[src/rtl/dk_sound_mix.sv]
// ---------------------------------------------------------------------------
// dk_sound_mix
//
// Mixes NUM_CH signed 16-bit discrete-sound voices into one signed 16-bit
// sample per audio tick. On each audio_clk_en the voice samples and their
// unsigned Q1.7 gains are captured. One multiplier then walks the channels,
// one channel per clock. The sum is scaled back by 2^7 and saturated.
//
// Optional DC blocker: define DK_SOUND_MIX_DCBLOCK_EN to insert a one-pole
// DC-blocking stage after saturation. This adds one cycle of latency.
//
// Ports:
//   clk           system clock (shared with the voice blocks)
//   rst_n         asynchronous active-low reset
//   audio_clk_en  one-cycle sample strobe
//   ch_in         packed signed voices, channel k at [16k+15:16k]
//   ch_gain       packed unsigned Q1.7 gains, channel k at [GAIN_W*k +: GAIN_W]
//   mix_out       signed mixed sample, held between updates
//   mix_valid     one-cycle pulse when mix_out updates
//   overrun       sticky: a strobe arrived while a mix was in progress
// ---------------------------------------------------------------------------
module dk_sound_mix #(
  parameter int NUM_CH   = 4,
  parameter int GAIN_W   = 8,
  parameter int DC_SHIFT = 8
) (
  input  logic                     clk,
  input  logic                     rst_n,
  input  logic                     audio_clk_en,
  input  logic [NUM_CH*16-1:0]     ch_in,
  input  logic [NUM_CH*GAIN_W-1:0] ch_gain,
  output logic signed [15:0]       mix_out,
  output logic                     mix_valid,
  output logic                     overrun
);

  localparam int IDX_W  = (NUM_CH > 1) ? $clog2(NUM_CH) : 1;
  localparam int PROD_W = 16 + GAIN_W + 1;
  // The clog2 headroom bits guarantee that the accumulator cannot wrap.
  localparam int ACC_W  = PROD_W + $clog2(NUM_CH);

  localparam logic [IDX_W-1:0]        LAST_IDX = IDX_W'(NUM_CH - 1);
  localparam logic signed [ACC_W-1:0] ACC_MAX  = ACC_W'(32'sd32767);
  localparam logic signed [ACC_W-1:0] ACC_MIN  = ACC_W'(-32'sd32768);

  typedef enum logic [1:0] {
    IDLE = 2'd0,
    MAC  = 2'd1,
    SAT  = 2'd2
`ifdef DK_SOUND_MIX_DCBLOCK_EN
    ,
    DCB  = 2'd3
`endif
  } state_t;

  // Clamp the scaled accumulator into the signed 16-bit range.
  function automatic logic signed [15:0] sat_acc(input logic signed [ACC_W-1:0] v);
    logic signed [15:0] r;
    if (v > ACC_MAX) begin
      r = 16'sh7FFF;
    end else if (v < ACC_MIN) begin
      r = 16'sh8000;
    end else begin
      r = v[15:0];
    end
    return r;
  endfunction

`ifdef DK_SOUND_MIX_DCBLOCK_EN
  // Clamp the 18-bit DC-blocker output into the signed 16-bit range.
  function automatic logic signed [15:0] sat_y(input logic signed [17:0] v);
    logic signed [15:0] r;
    if (v > 18'sd32767) begin
      r = 16'sh7FFF;
    end else if (v < -18'sd32768) begin
      r = 16'sh8000;
    end else begin
      r = v[15:0];
    end
    return r;
  endfunction
`endif

  state_t                    state_r;
  state_t                    state_nx_s;
  logic [IDX_W-1:0]          idx_r;
  logic signed [ACC_W-1:0]   acc_r;
  logic [NUM_CH*16-1:0]      ch_snap_r;
  logic [NUM_CH*GAIN_W-1:0]  gain_snap_r;

  logic signed [15:0]        ch_arr_s   [NUM_CH];
  logic [GAIN_W-1:0]         gain_arr_s [NUM_CH];
  logic signed [15:0]        sample_s;
  logic signed [GAIN_W:0]    gain_ext_s;
  logic signed [PROD_W-1:0]  prod_s;
  logic signed [ACC_W-1:0]   acc_sum_s;
  logic signed [ACC_W-1:0]   scaled_s;
  logic                      last_s;

`ifdef DK_SOUND_MIX_DCBLOCK_EN
  logic signed [15:0]        s_r;
  logic signed [15:0]        s_prev_r;
  logic signed [17:0]        y_prev_r;
  logic signed [17:0]        y_shr_s;
  logic signed [18:0]        y_wide_s;
  logic signed [17:0]        y_s;
`endif

  // Slice the snapshot words into per-channel arrays for the MAC mux.
  for (genvar g = 0; g < NUM_CH; g++) begin : g_unpack
    assign ch_arr_s[g]   = ch_snap_r[16*g +: 16];
    assign gain_arr_s[g] = gain_snap_r[GAIN_W*g +: GAIN_W];
  end

  assign sample_s   = ch_arr_s[idx_r];
  // The gain is unsigned. A zero is prepended so the signed multiply treats it as positive.
  assign gain_ext_s = {1'b0, gain_arr_s[idx_r]};
  assign prod_s     = PROD_W'(sample_s) * PROD_W'(gain_ext_s);
  assign acc_sum_s  = acc_r + ACC_W'(prod_s);
  // The arithmetic shift floors toward minus infinity, which undoes the Q1.7 gain scale.
  assign scaled_s   = acc_sum_s >>> 3'd7;
  assign last_s     = (idx_r == LAST_IDX);

`ifdef DK_SOUND_MIX_DCBLOCK_EN
  // One-pole DC blocker: y = s - s_prev + y_prev - y_prev/2^DC_SHIFT.
  assign y_shr_s  = y_prev_r >>> DC_SHIFT;
  assign y_wide_s = 19'(s_r) - 19'(s_prev_r) + 19'(y_prev_r) - 19'(y_shr_s);
  assign y_s      = y_wide_s[17:0];
`endif

  // State register.
  always_ff @(posedge clk or negedge rst_n) begin
    if (!rst_n) begin
      state_r <= IDLE;
    end else begin
      state_r <= state_nx_s;
    end
  end

  // Next-state logic.
  always_comb begin
    state_nx_s = state_r;
    case (state_r)
      IDLE: begin
        if (audio_clk_en) begin
          state_nx_s = MAC;
        end else begin
          state_nx_s = IDLE;
        end
      end
      MAC: begin
        if (last_s) begin
          state_nx_s = SAT;
        end else begin
          state_nx_s = MAC;
        end
      end
`ifdef DK_SOUND_MIX_DCBLOCK_EN
      SAT:     state_nx_s = DCB;
      DCB:     state_nx_s = IDLE;
`else
      SAT:     state_nx_s = IDLE;
`endif
      default: state_nx_s = IDLE;
    endcase
  end

  // Datapath: snapshot, multiply-accumulate, saturation and output registers.
  // The saturated result is registered on the final MAC edge. This makes
  // mix_out and mix_valid appear together in the SAT cycle.
  always_ff @(posedge clk or negedge rst_n) begin
    if (!rst_n) begin
      idx_r       <= '0;
      acc_r       <= '0;
      ch_snap_r   <= '0;
      gain_snap_r <= '0;
      mix_out     <= 16'sd0;
      mix_valid   <= 1'b0;
      overrun     <= 1'b0;
`ifdef DK_SOUND_MIX_DCBLOCK_EN
      s_r         <= 16'sd0;
      s_prev_r    <= 16'sd0;
      y_prev_r    <= 18'sd0;
`endif
    end else begin
      mix_valid <= 1'b0;
      // Any strobe outside IDLE is dropped. The drop is recorded here.
      if (audio_clk_en && (state_r != IDLE)) begin
        overrun <= 1'b1;
      end
      case (state_r)
        IDLE: begin
          if (audio_clk_en) begin
            ch_snap_r   <= ch_in;
            gain_snap_r <= ch_gain;
            acc_r       <= '0;
            idx_r       <= '0;
          end
        end
        MAC: begin
          acc_r <= acc_sum_s;
          if (last_s) begin
            idx_r <= '0;
`ifdef DK_SOUND_MIX_DCBLOCK_EN
            s_r <= sat_acc(scaled_s);
`else
            mix_out   <= sat_acc(scaled_s);
            mix_valid <= 1'b1;
`endif
          end else begin
            idx_r <= idx_r + IDX_W'(1);
          end
        end
        SAT: begin
`ifdef DK_SOUND_MIX_DCBLOCK_EN
          // The filter result and its history commit together when entering DCB.
          mix_out   <= sat_y(y_s);
          mix_valid <= 1'b1;
          s_prev_r  <= s_r;
          y_prev_r  <= y_s;
`endif
        end
`ifdef DK_SOUND_MIX_DCBLOCK_EN
        DCB: begin
        end
`endif
        default: begin
        end
      endcase
    end
  end

endmodule

[config.mk]
export PLATFORM = sky130hd
export DESIGN_NAME = dk_sound_mix
export DESIGN_NICKNAME = d
export VERILOG_FILES = /design/src/rtl/dk_sound_mix.sv
export SDC_FILE = /design/constraint.sdc
export NUM_CORES = 1
export LEC_CHECK = 0
export BUFFER_PORTS_ARGS = -buffer_cell sky130_fd_sc_hd__buf_4
export CORE_ASPECT_RATIO = 1.5
export CORE_UTILIZATION = 61
export CTS_CLUSTER_SIZE = 40
export DETAILED_ROUTE_END_ITERATION = 12
export PLACE_DENSITY = 0.82
export SLEW_MARGIN = 20
export SYNTH_ARGS = -nofsm -noshare
export SYNTH_HDL_FRONTEND = slang
export SYNTH_SLANG_ARGS = --single-unit
[constraint.sdc]
create_clock -name clk -period 10.1 [get_ports clk]
set_clock_uncertainty 0.2 [all_clocks]
set_input_delay 2.02 -clock clk [delete_from_list [all_inputs] [get_ports clk]]
set_output_delay 2.02 -clock clk [all_outputs]
set_load 0.01 [all_outputs]
# Word level (Yosys, flattened, before mapping)
# Cells that the tools add are included.
# totals
mem_bits_ro	0
latchBits	0
mem_count	0
out_inout_bits	18
ram_bits	0
input_bits	99
elab_cells	43
register_bits	145
# op_classes
mul	1
n_reduce_logical	7
bitwise_logic	1
shifts	0
n_eq_ne	3
n_addsub	2
div	0
muxes	18
magnitude_cmp	3
# op_table
op	count
$mux W16	4
$pmux W27 S2	1
$bmux W16 S2	1
$add A27 B25 Y27	1
$mux W27	1
$mul A16 B9 Y25	1
$gt A20 B16 Y1 const B	1
$lt A20 B16 Y1 const B	1
$bmux W8 S2	1
$mux W8	2
$pmux W2 S2	2
$mux W2	3
$reduce_and A2 Y1	3
$reduce_bool A2 Y1	2
$ge A3 B3 Y1 const B	1
$mux W1	3
$not A2 Y3	1
$add A2 B1 Y2 const B	1
$eq A2 B1 Y1 const B	1
$eq A2 B2 Y1 const B	1
$logic_not A2 Y1	1
$ne A2 B2 Y1 const B	1
$logic_and A1 B1 Y1	1

# Longest topological paths before layout
# logic_depth
word_depth	9
depth_mapped	27
ltp_nobuf	23

# Worst setup path after synthesis
# OpenSTA, ideal clock, no wires.
# synth_timing
path_kind	register to register
from	register idx_r[0]
to	register mix_out[10]
setup_slack_ps	2730
setup_ps	74
required_time_ps	9826
synth_period_minus_slack_ps	7370
stages_incl_launch_ff	24
n_path_buf	5
arrival_ps	7096
path_cell_list	dfrtp_1 -> buf_2 -> buf_1 -> mux4_2 -> clkbuf_1 -> nand2_1 -> fa_1 -> fa_1 -> fa_1 -> fa_1 -> fa_1 -> inv_1 -> ha_1 -> buf_2 -> a21o_1 -> a21o_1 -> a221o_1 -> a31o_1 -> a31oi_2 -> xor2_2 -> or3_1 -> o31a_4 -> buf_6 -> o21ai_2
# synth_via
elab_chain_cells	9
word_cells_on_any_way	15
cone_classes	add/sub (1); mul (1); order compare (2); eq/ne (1); mux (8); bitwise (1); reduce/logical (1)
# synth_rtl
element	line	text
from (decl)	86	logic [IDX_W-1:0] idx_r;
from (signal assigned)	211	idx_r <= idx_r + IDX_W'(1);
$not A2 Y3 (implied by the code)	115, 117	
$bmux W16 S2 / $bmux W8 S2 (equally long branches)	115, 117	
$mux W16 (implied by the code) / $mux W8 (equally long branches) (2 in series)	115, 117	
$mul A16 B9 Y25	118	assign prod_s = PROD_W'(sample_s) * PROD_W'(gain_ext_s);
$add A27 B25 Y27	119	assign acc_sum_s = acc_r + ACC_W'(prod_s);
$lt A20 B16 Y1	61	end else if (v < ACC_MIN) begin
$mux W16	61	
$mux W16	59	if (v > ACC_MAX) begin
to (signal assigned)	207	mix_out <= sat_acc(scaled_s);
to (decl)	32	output logic signed [15:0] mix_out,
# Several ways; a longest one is shown, not always the timed one. The select of a mux whose other input is x is not followed.
# A chain may end at the register's enable or synchronous reset.

# Final worst setup path
# layout_timing
from	register idx_r[0]
to	register mix_out[2]
# The elaborated chain is that of the path after synthesis.

==> impl_metrics.env <==
export IMPL_critPathSlowestCell="dfrtp_1"
export IMPL_synth_edf_count=0
export IMPL_critPathLaunchType="flip-flop"
export IMPL_ant_nets=0
export IMPL_place_ws_ns=2.174
export IMPL_pin_count=117
export IMPL_period_needed_ns=7.875
export IMPL_grt_pass1_wl_um=46700
export IMPL_timing_rr_start="idx_r[0]"
export IMPL_status="finished clean"
export IMPL_finalWeightedCongestion=0.9325
export IMPL_placement_rows=62
export IMPL_drive_gt1_share_pct=15.70
export IMPL_worstSetupStartpoint="idx_r[0]"
export IMPL_cap_violations=0
export IMPL_start_util_pct=62.45
export IMPL_syn_area_um2=11970
export IMPL_reg2reg_setup_slack_ns=2.23
export IMPL_worst_slew_margin_rel_pct=44.83
export IMPL_clkSinkCount=144
export IMPL_crit_family="adder cells"
export IMPL_grt_pass1_vias=9932
export IMPL_dr_pass1_iters=5
export IMPL_yosys_area_top_type="dfrtp_1"
export IMPL_yosysMostFrequentCell="nand2_1"
export IMPL_core_um2=19160
export IMPL_hold_path_endpoint="overrun"
export IMPL_synth_main_ff_cell="dfrtp_1"
export IMPL_synth_seq_area_share_pct=30.11
export IMPL_ys_ff_latch=144
export IMPL_gr_usage_all_layers_pct=30.31
export IMPL_antenna_found_initial=0
export IMPL_h_tree_depth=4
export IMPL_fin_nets=1675
export IMPL_netlist_cell_type_count=64
export IMPL_synth_top_cell_area_share_pct=30.11
export IMPL_critical_path_cell_chain="buf_4, mux4_2, nand2_1, fa_1, fa_1, inv_1, fa_1, inv_1, fa_1, fa_1, inv_1, ha_1, nand3_1, nor2_1, a221o_1, a31o_1, a31oi_2, xor2_2, or3_1, o31a_4, o21ai_1"
export IMPL_cp_max_fo=16
export IMPL_wirelength_um=27980
export IMPL_num_fill_cells=1414
export IMPL_holdBufCountCts=0
export IMPL_cts_tree="built"
export IMPL_hpwl_um=21000
export IMPL_min_delay_start="overrun"
export IMPL_synth_commonest_cells="nand2_1, inv_1, dfrtp_1"
export IMPL_tightestPinTransition_ns=0.8276
export IMPL_path_clk_slew_ns=0.06
export IMPL_synth_nets=1591
export IMPL_gr_total_overflow=0
export IMPL_die_w_um=116.4
export IMPL_crit_required_ns=10.26
export IMPL_regArea_um2=3603
export IMPL_hold_violations=0
export IMPL_min_period_over_period_pct=77.97
export IMPL_worstSkewPairLatency_ns=0.43
export IMPL_numCtsBuffers=17
export IMPL_multi_input_area_um2=7447
export IMPL_whs_ns=0.2691
export IMPL_cts_resized=0
export IMPL_worstPathArrival_ns=8.03
export IMPL_root_buffer="clkbuf_16"
export IMPL_setup_slack_ns=2.225
export IMPL_cp_common_cell="fa_1"
export IMPL_rr_worst_depth=21
export IMPL_max_freq_mhz=127.0
export IMPL_end_kind="flip-flop"
export IMPL_synthCells=1305
export IMPL_ys_top_cells_by_area="dfrtp_1, fa_1, nand2_1, ha_1, inv_1"
export IMPL_postCtsSetupBuffers=0
export IMPL_critPathKind="flip-flop to flip-flop"
export IMPL_die_area_um2=20190
export IMPL_io_buffers=116
export IMPL_wl_per_cell_um=16.88
export IMPL_rsz0062_at_grt="false"
export IMPL_drv_slew=0
export IMPL_worst_path_buf_inv=4
export IMPL_area_growth_pct=13.71
export IMPL_setup_viol=0
export IMPL_grt_start_max_net_pins=109
export IMPL_setup_tns_ns=0
export IMPL_ys_warn_count=0
export IMPL_min_path_cells=1
export IMPL_die_h_um=173.5
export IMPL_ctsLongestPathBuffers=2
export IMPL_drc=0
export IMPL_via_per_inst=5.521
export IMPL_r2r_end="mix_out[2]"
export IMPL_worstHoldPathType="flip-flop to flip-flop"
export IMPL_vias=9149
export IMPL_syn_area_per_cell_um2=9.170
export IMPL_synthArstFlopShare_pct=100.0
export IMPL_n_antenna_cell=0
export IMPL_critPathMaxStageDelay_ns=0.88
export IMPL_drtIter0Drc=510
## metrics by stage
stage | cell area, µm² | std cells | util [%]
final | 13610 | 1657 | 71.01
after global routing | 13610 | 1657 | 71.01
after CTS | 13560 | 1655 | 70.77
after detailed placement | 12960 | 1624 | 67.64
after global placement | 12960 | 1624 | 67.64
after floorplan | 11970 | 1305 | -
## cells by family after synthesis
kind of cell / after synthesis / share of synthesized area (%)
adder cells (fa/ha/maj): 187 / 27.52
AO/OA/AOI/OAI: 133 / 8.323
AND/OR/NAND/NOR: 552 / 19.88
XOR/XNOR: 24 / 1.819
buffers and inverters: 241 / 7.831
flip-flops: 144 / 30.11
multiplexers: 24 / 4.517
## layout by cell type (no fill, tap or decap), drive strengths merged, types with 3 or more instances in the layout
master,netlist,routed
inv,183,184
buf,13,123
o31ai,18,18
a31oi,4,4
o211ai,4,4
nand3,22,22
xnor2,16,16
bufinv,0,3
o21ai,40,40
nor2,28,28
nand2,407,407
clkbuf,45,23
ha,60,60
a21oi,25,25
and2,75,75
a211oi,8,8
mux4,24,24
nor3,4,4
nand4,4,4
clkinvlp,0,3
o21a,3,3
dfrtp,144,144
xor2,8,8
nand2b,4,4
fa,127,127
a21o,13,13
## state kept, by name (all words and copies together) (netlist names)
register and count:
mix_valid 1, acc_r 27, ch_snap_r 64, idx_r 2, mix_out 16, state_r 1, gain_snap_r 32, overrun 1
## final cells by class
class	count	share of cell area, %
sequential	144	26.48
inverter	183	5.048
clock inverter	8	0.9563
tap	256	2.354
multi-input combinational	920	54.73
timing repair buffer	123	6.989
clock buffer	23	3.439
## worst max-delay path by stage
stage | slack (ns) | end | cells past startpoint
floorplan | 2.73 | mix_out[10] | 23
global placement | 2.23 | mix_out[0] | 21
detailed placement | 2.17 | mix_out[2] | 19
CTS | 2.15 | mix_out[2] | 19
global route | 1.72 | mix_out[2] | 21
finish | 2.23 | mix_out[2] | 21
## routing by layer
metal	share of wire, %	GRT usage, %	wire [µm]	up-vias
met3	4.0	4.930	1131	58
met4	2.7	12.61	754	0
li1	-	-	-	4258
met1	39	36.08	10840	4534
met5	0	0	0	-
met2	55	53.45	15250	299
Power is not shown: default switching activity piles up to over one toggle a cycle in this logic, so the estimate is an artifact.
